--- config.mk ---
export PLATFORM = sky130hd
export DESIGN_NAME = cycle_sequencer
export DESIGN_NICKNAME = d
export VERILOG_FILES = /design/src/rtl/cycle_seq_pkg.sv /design/src/rtl/cycle_sequencer_phase_timer.sv /design/src/rtl/cycle_sequencer.sv
export SDC_FILE = /design/constraint.sdc
export NUM_CORES = 1
export LEC_CHECK = 0
export CORE_MARGIN = 5
export CORE_UTILIZATION = 30
export CTS_CLUSTER_DIAMETER = 80
export CTS_CLUSTER_SIZE = 14
export DETAILED_ROUTE_END_ITERATION = 10
export PLACE_DENSITY_LB_ADDON = 0.1
export SLEW_MARGIN = 20
export SYNTH_ARGS = -nofsm -noshare
export SYNTH_HDL_FRONTEND = slang
export SYNTH_SLANG_ARGS = --single-unit
--- constraint.sdc ---
create_clock -name i_CLOCK -period 2.4 [get_ports i_CLOCK]
set_clock_uncertainty 0.2 [all_clocks]
set_input_delay 0.48 -clock i_CLOCK [delete_from_list [all_inputs] [get_ports i_CLOCK]]
set_output_delay 0.48 -clock i_CLOCK [all_outputs]
set_load 0.02 [all_outputs]
--- src/rtl/cycle_seq_pkg.sv ---
// Shared definitions for the cycle sequencer: state encoding, default
// parameter values and the phase timer width.
package cycle_seq_pkg;

    typedef enum logic [1:0] {
        HALT = 2'b00,
        PX   = 2'b01,
        PY   = 2'b10,
        PZ   = 2'b11
    } seq_state_t;

    localparam int PHASE_LEN_DEFAULT = 2;
    localparam int COUNT_W_DEFAULT   = 16;

    // Wide enough for the largest legal phase length (15).
    localparam int TIMER_W = 4;

endpackage

--- src/rtl/cycle_sequencer_phase_timer.sv ---
// Phase timer: counts 0..PHASE_LEN-1 inside one phase. Clear restarts the
// count at phase entry, hold freezes it, terminal flags the last clock.
module phase_timer
    import cycle_seq_pkg::*;
#(
    parameter int PHASE_LEN = PHASE_LEN_DEFAULT
) (
    input  logic i_CLOCK,
    input  logic i_RESET_N,
    input  logic clear,
    input  logic hold,
    output logic terminal
);

    localparam logic [TIMER_W-1:0] LAST = TIMER_W'(PHASE_LEN - 1);

    logic [TIMER_W-1:0] count;

    // Clock counter within the phase; clear has priority over hold.
    always_ff @(posedge i_CLOCK) begin
        if (!i_RESET_N) begin
            count <= '0;
        end else if (clear) begin
            count <= '0;
        end else if (!hold) begin
            if (count == LAST) begin
                count <= '0;
            end else begin
                count <= count + TIMER_W'(1);
            end
        end
    end

    assign terminal = (count == LAST);

endmodule

--- src/rtl/cycle_sequencer.sv ---
// Instruction cycle sequencer: HALT -> PX -> PY -> PZ, each phase lasting
// PHASE_LEN clocks, with stall, free-run and a completed-instruction count.
// Optional single-step support is built when CYCLE_SEQ_STEP_EN is defined;
// otherwise i_STEP is present but ignored.
module cycle_sequencer
    import cycle_seq_pkg::*;
#(
    parameter int PHASE_LEN = PHASE_LEN_DEFAULT,
    parameter int COUNT_W   = COUNT_W_DEFAULT
) (
    input  logic               i_CLOCK,
    input  logic               i_RESET_N,
    input  logic               i_RUN,
    input  logic               i_STEP,
    input  logic               i_STALL,
    output logic               o_CYCLEX,
    output logic               o_CYCLEY,
    output logic               o_CYCLEZ,
    output logic               o_PHASE_START,
    output logic               o_HALTED,
    output logic [COUNT_W-1:0] o_INSTR_COUNT
);

    localparam logic [COUNT_W-1:0] COUNT_ONE = COUNT_W'(1);

    seq_state_t state;
    seq_state_t state_nxt;
    logic       phase_enter;
    logic       phase_done;
    logic       instr_done;
    logic       tc;
    logic       go_step;
    logic       step_active;

`ifdef CYCLE_SEQ_STEP_EN
    logic step_flag;
    assign go_step     = i_STEP;
    assign step_active = step_flag;
`else
    logic unused_step;
    assign unused_step = i_STEP;
    assign go_step     = 1'b0;
    assign step_active = 1'b0;
`endif

    // The last clock of a running phase, not stalled, ends that phase.
    assign phase_done = (state != HALT) && tc && !i_STALL;
    assign instr_done = (state == PZ) && phase_done;

    phase_timer #(
        .PHASE_LEN (PHASE_LEN)
    ) u_timer (
        .i_CLOCK   (i_CLOCK),
        .i_RESET_N (i_RESET_N),
        .clear     ((state == HALT) || phase_done),
        .hold      (i_STALL),
        .terminal  (tc)
    );

    // Next-state selection; a stall freezes the current state.
    always_comb begin
        state_nxt   = state;
        phase_enter = 1'b0;
        if (!i_STALL) begin
            case (state)
                HALT: if (i_RUN || go_step) begin
                    state_nxt   = PX;
                    phase_enter = 1'b1;
                end
                PX: if (tc) begin
                    state_nxt   = PY;
                    phase_enter = 1'b1;
                end
                PY: if (tc) begin
                    state_nxt   = PZ;
                    phase_enter = 1'b1;
                end
                PZ: if (tc) begin
                    if (i_RUN && !step_active) begin
                        state_nxt   = PX;
                        phase_enter = 1'b1;
                    end else begin
                        state_nxt = HALT;
                    end
                end
                default: state_nxt = HALT;
            endcase
        end
    end

    // State register with registered phase enables, status and count.
    always_ff @(posedge i_CLOCK) begin
        if (!i_RESET_N) begin
            state         <= HALT;
            o_CYCLEX      <= 1'b0;
            o_CYCLEY      <= 1'b0;
            o_CYCLEZ      <= 1'b0;
            o_PHASE_START <= 1'b0;
            o_HALTED      <= 1'b1;
            o_INSTR_COUNT <= '0;
`ifdef CYCLE_SEQ_STEP_EN
            step_flag     <= 1'b0;
`endif
        end else begin
            state         <= state_nxt;
            o_CYCLEX      <= (state_nxt == PX);
            o_CYCLEY      <= (state_nxt == PY);
            o_CYCLEZ      <= (state_nxt == PZ);
            o_PHASE_START <= phase_enter;
            o_HALTED      <= (state_nxt == HALT);
            if (instr_done) begin
                o_INSTR_COUNT <= o_INSTR_COUNT + COUNT_ONE;
            end
`ifdef CYCLE_SEQ_STEP_EN
            if (!i_STALL) begin
                if (state == HALT) begin
                    step_flag <= go_step && !i_RUN;
                end else if (instr_done) begin
                    step_flag <= 1'b0;
                end
            end
`endif
        end
    end

endmodule

* Yosys cells after proc, flatten, opt, wreduce, memory -nomap -nowiden
Index checks and enable logic that the tools add are counted.
W data, S select, Z words.
** Storage, ports and cells
- Register bits :: 27
- Logic and storage cells :: 41
- Input bits :: 5
** Operators by class
- Eq/ne operators :: 7
- Muxes and demuxes :: 12
- Bitwise operators :: 1
- $add $sub $neg :: 2
- Reductions and logical operators :: 11
** Operator list (number)
- $add A16 B1 Y16 const B :: 1
- $mux W2 :: 5
- $eq A2 B2 Y1 const B :: 4
- $pmux W2 S4 :: 1
- $reduce_or A2 Y1 :: 3
- $add A4 B1 Y4 const B :: 1
- $eq A2 B1 Y1 const B :: 2
- $eq A4 B1 Y1 const B :: 1
- $logic_not A2 Y1 :: 2
- $mux W1 :: 4
- $mux W4 :: 1
- $logic_and A1 B1 Y1 :: 3
- $pmux W1 S3 :: 1
- $reduce_bool A2 Y1 :: 1
- $logic_not A1 Y1 :: 1
- $logic_or A1 B1 Y1 :: 1
- $not A1 Y1 :: 1

* Depth between registers and ports, before layout
- Depth in word-level cells :: 5
- Depth in mapped cells :: 7
- Gate-level depth less buffers :: 6

* Cells and area by module
A second synthesis with hierarchy kept.
** Second synthesis, totals
- Cell total of the unflattened synthesis :: 146
- Area total of the unflattened synthesis :: 1277.5 um^2
** By module, submodules not included
- cycle_sequencer :: area each 1104.8 um^2, cells an instance 126, times used 1
- phase_timer :: area each 172.7 um^2, cells an instance 20, times used 1

* Worst setup path before layout
No wires, ideal clock.
- Kind :: register to register
- From :: reg state[0]
- To :: reg o_INSTR_COUNT[11]
- Stages on the path, launching flop included :: 8
- Data arrival time :: 1.868 ns
- Data required time :: 2.129 ns
- Setup time :: 0.071 ns
- Period minus slack after synthesis :: 2.139 ns
- Setup slack :: 0.261 ns
- Path through :: dfxtp_1 -> inv_1 -> ha_1 -> nor4b_4 -> nand3_2 -> buf_6 -> or4_1 -> a21oi_1
** On the way
- Longest elaborated chain between the ends :: 4
** Ends and longest elaborated chain
- start, declared :: line cycle_sequencer.sv:26 : seq_state_t state;
- start signal, assigned :: line cycle_sequencer.sv:105 : state <= state_nxt;
- $reduce_bool A2 Y1 :: line cycle_sequencer.sv:47 : assign phase_done = (state != HALT) && tc && !i_STALL;
- $logic_and A1 B1 Y1 (2 in a row) :: line cycle_sequencer.sv:47
- $logic_and A1 B1 Y1 * :: line cycle_sequencer.sv:48 : assign instr_done = (state == PZ) && phase_done;
- end signal, assigned :: line cycle_sequencer.sv:112 : o_INSTR_COUNT <= o_INSTR_COUNT + COUNT_ONE;
- end, declared :: line cycle_sequencer.sv:21 : output logic [COUNT_W-1:0] o_INSTR_COUNT
Every way passes the cells marked *; elsewhere a longest branch is shown, timed or not.
A chain may end at the register's enable or synchronous reset.

* Worst setup path after layout
- From :: reg state[1]
- To :: reg o_INSTR_COUNT[11]
Same word-level chain as after synthesis.

==> impl_metrics.json <==
{
  "status": "complete, no violations",
  "grt_pass1_wl_um": 4820,
  "required_ns": 2.41,
  "antenna_found_initial": 0,
  "worstMarginPinSlew_ns": 0.609,
  "cts_tree": "yes",
  "core_mm2": 0.00409,
  "start_util_pct": 31.6,
  "root_buffer": "clkbuf_8",
  "critPathMaxFanout": 11,
  "p_leak_uw": 0.000595,
  "ys_seq_elements": 27,
  "port-buffer-count": 24,
  "layout_min_cycle_time_ns": 2.24,
  "maxCapViolCount": 0,
  "drc": 0,
  "rr_endpoint": "o_INSTR_COUNT[11]",
  "relSlewSlack_pct": 59.3,
  "cts_made_buffers": 3,
  "post-place-ws_ns": -0.0300,
  "layout_setup_ws_ns": 0.159,
  "hold_violations": 0,
  "startpoint_type": "register",
  "final_common_cell": "dfxtp_1",
  "ant_nets": 0,
  "gp_congestion": 0.855,
  "p_per_area_mw_per_mm2": 467,
  "hold_ws_ns": 0.282,
  "grt_setup_unrepaired": "true",
  "arrival_ns": 2.25,
  "fp-row-count": 23,
  "routedWlPerCell_um": 12.8,
  "synth_edf_count": 0,
  "synth.avg_cell_area_um2": 9.17,
  "ys_warn_count": 0,
  "area_growth_pct": 30.7,
  "crit_end": "o_INSTR_COUNT[11]",
  "clk_path_buf_depth": 2,
  "hpwlAfterDp_um": 2120,
  "timing.rr.start": "state[1]",
  "drive_above_1_share_pct": 9.71,
  "num_vias": 1140,
  "synthesis.nets": 151,
  "nets": 186,
  "cts_htree_levels": 1,
  "synth_ff_type": "dfxtp_1",
  "drt_iter0_drc": 38,
  "layout_common_cells": "dfxtp_1, clkdlybuf4s50_1, nor2_1, buf_4",
  "reg2reg_slack_ns": 0.16,
  "syn_area_mm2": 0.00129,
  "endpoint_kind": "register",
  "ios": 26,
  "fmax_ghz": 0.446,
  "die_h_um": 75.6,
  "antenna_cells": 0,
  "grt.total_usage_pct": 11.0,
  "die_area_mm2": 0.00572,
  "grt_max_degree": 15,
  "synthArstFlopShare_pct": 0,
  "drtPass1Iterations": 4,
  "ir_worst_vdd_mv": 0.191,
  "wl_um": 2880,
  "synth-seq-area-share_pct": 41.8,
  "final_max_slew_viol_count": 0,
  "grt.overflow.total": 0,
  "synth_cell_types": 37,
  "hp-class": "register to register",
  "hold_depth": 2,
  "crit_path_start": "state[1]",
  "clkSinkCount": 27,
  "clk_pin_slew_ns": 0.09,
  "grt_pass1_vias": 1048,
  "crit_type": "register to register",
  "fin_crit_sh_pct": 93.4,
  "setup_viol": 0,
  "clk_latency_ns": 0.27,
  "netlist_instances": 141,
  "die_w_um": 75.6,
  "ff2ff_path_depth": 6,
  "viasPerCell": 5.07
}
[flip-flops by register name, indices dropped and copies added, names as in the netlist]
| register | count |
|---|---|
| u_timer.count | 4 |
| state | 2 |
| o_CYCLEZ | 1 |
| o_PHASE_START | 1 |
| o_CYCLEY | 1 |
| o_INSTR_COUNT | 16 |
| o_HALTED | 1 |
| o_CYCLEX | 1 |
[cells in the mapped netlist, drive strengths merged (2+ instances only)]
library cell	number	share of area (%)
nor2	16	4.6
o31ai	4	2.3
and3	4	1.9
ha	5	4.8
nor2b	6	2.9
or3	3	1.5
nand2b	2	0.97
a21oi	7	2.7
nand2	8	2.3
inv	5	1.5
o211ai	2	1.2
nand4	5	2.4
nand3	6	2.7
and4	3	2.0
nor4b	2	2.5
or4	5	2.9
a2111oi	3	2.0
o21ai	5	1.9
clkbuf	2	0.58
xor2	8	5.4
dfxtp	27	42
[cells by family after synthesis]
| kind of cell | synth area share, % |
|---|---|
| XOR/XNOR | 6.10 |
| flip-flops | 41.8 |
| AO/OA/AOI/OAI | 12.7 |
| adder cells (fa/ha/maj) | 4.84 |
| buffers and inverters | 2.90 |
| AND/OR/NAND/NOR | 30.0 |
| multiplexers | 1.65 |
[through the flow]
stage	TNS, ns	std cells	power (uW)	instance area, um^2	util (%)
after global placement	0	221	541	1640	40.2
final	0	225	789	1690	41.3
after detailed placement	-0.0836	221	543	1640	40.2
after floorplan	0	141	509	1290	-
after CTS	0	225	801	1690	41.3
after global routing	-0.0126	225	827	1690	41.3
[where the power goes]
group	total, uW	switching, uW	leakage (uW)	internal [uW]
Combinational	74.5	40.7	0.000354	33.8
Sequential	458	2.96	0.000218	455
Clock	256	138	0.0000228	119
[per-layer routing]
layer  track usage, %  share of wire, %  up-vias
met5                0                 0        -
met4             4.08               1.6        0
met3             2.37               4.3        5
met1             15.0                51      526
met2             16.9                43       27
li1                 -                 -      582
[how the worst min path moves through the flow]
stage,slack [ns],to,start
2_1_floorplan,0.29,u_timer.count[0],u_timer.count[0]
3_3_place_gp,0.27,o_INSTR_COUNT[15],o_INSTR_COUNT[15]
3_5_place_dp,0.27,o_INSTR_COUNT[15],o_INSTR_COUNT[15]
4_1_cts,0.29,o_INSTR_COUNT[15],o_INSTR_COUNT[15]
5_1_grt,0.33,o_INSTR_COUNT[15],o_INSTR_COUNT[15]
6_report,0.28,o_INSTR_COUNT[15],o_INSTR_COUNT[15]
[critical path, stage by stage, from the launching register on]
cell,delay [ns]
dfxtp_1,0.36
inv_1,0.09
ha_1,0.32
nor4b_4,0.33
nand3_2,0.23
or4_1,0.51
a21oi_1,0.14
[area by class of cell]
type,count,area (um^2)
Inverter,5,18.8
Fill cell,409,2400
Timing Repair Buffer,33,308
Multi-Input combinational cell,106,714
Tap cell,50,62.6
Clock buffer,4,45.0
Sequential cell,27,541
[what timing repair did]
item / CTS / global route
hold buffers: 0 / 0
gates resized for setup: 0 / 0
setup endpoints to repair: 0 / 2
setup buffers: 0 / 0
Power figures use the tool's default switching activity.
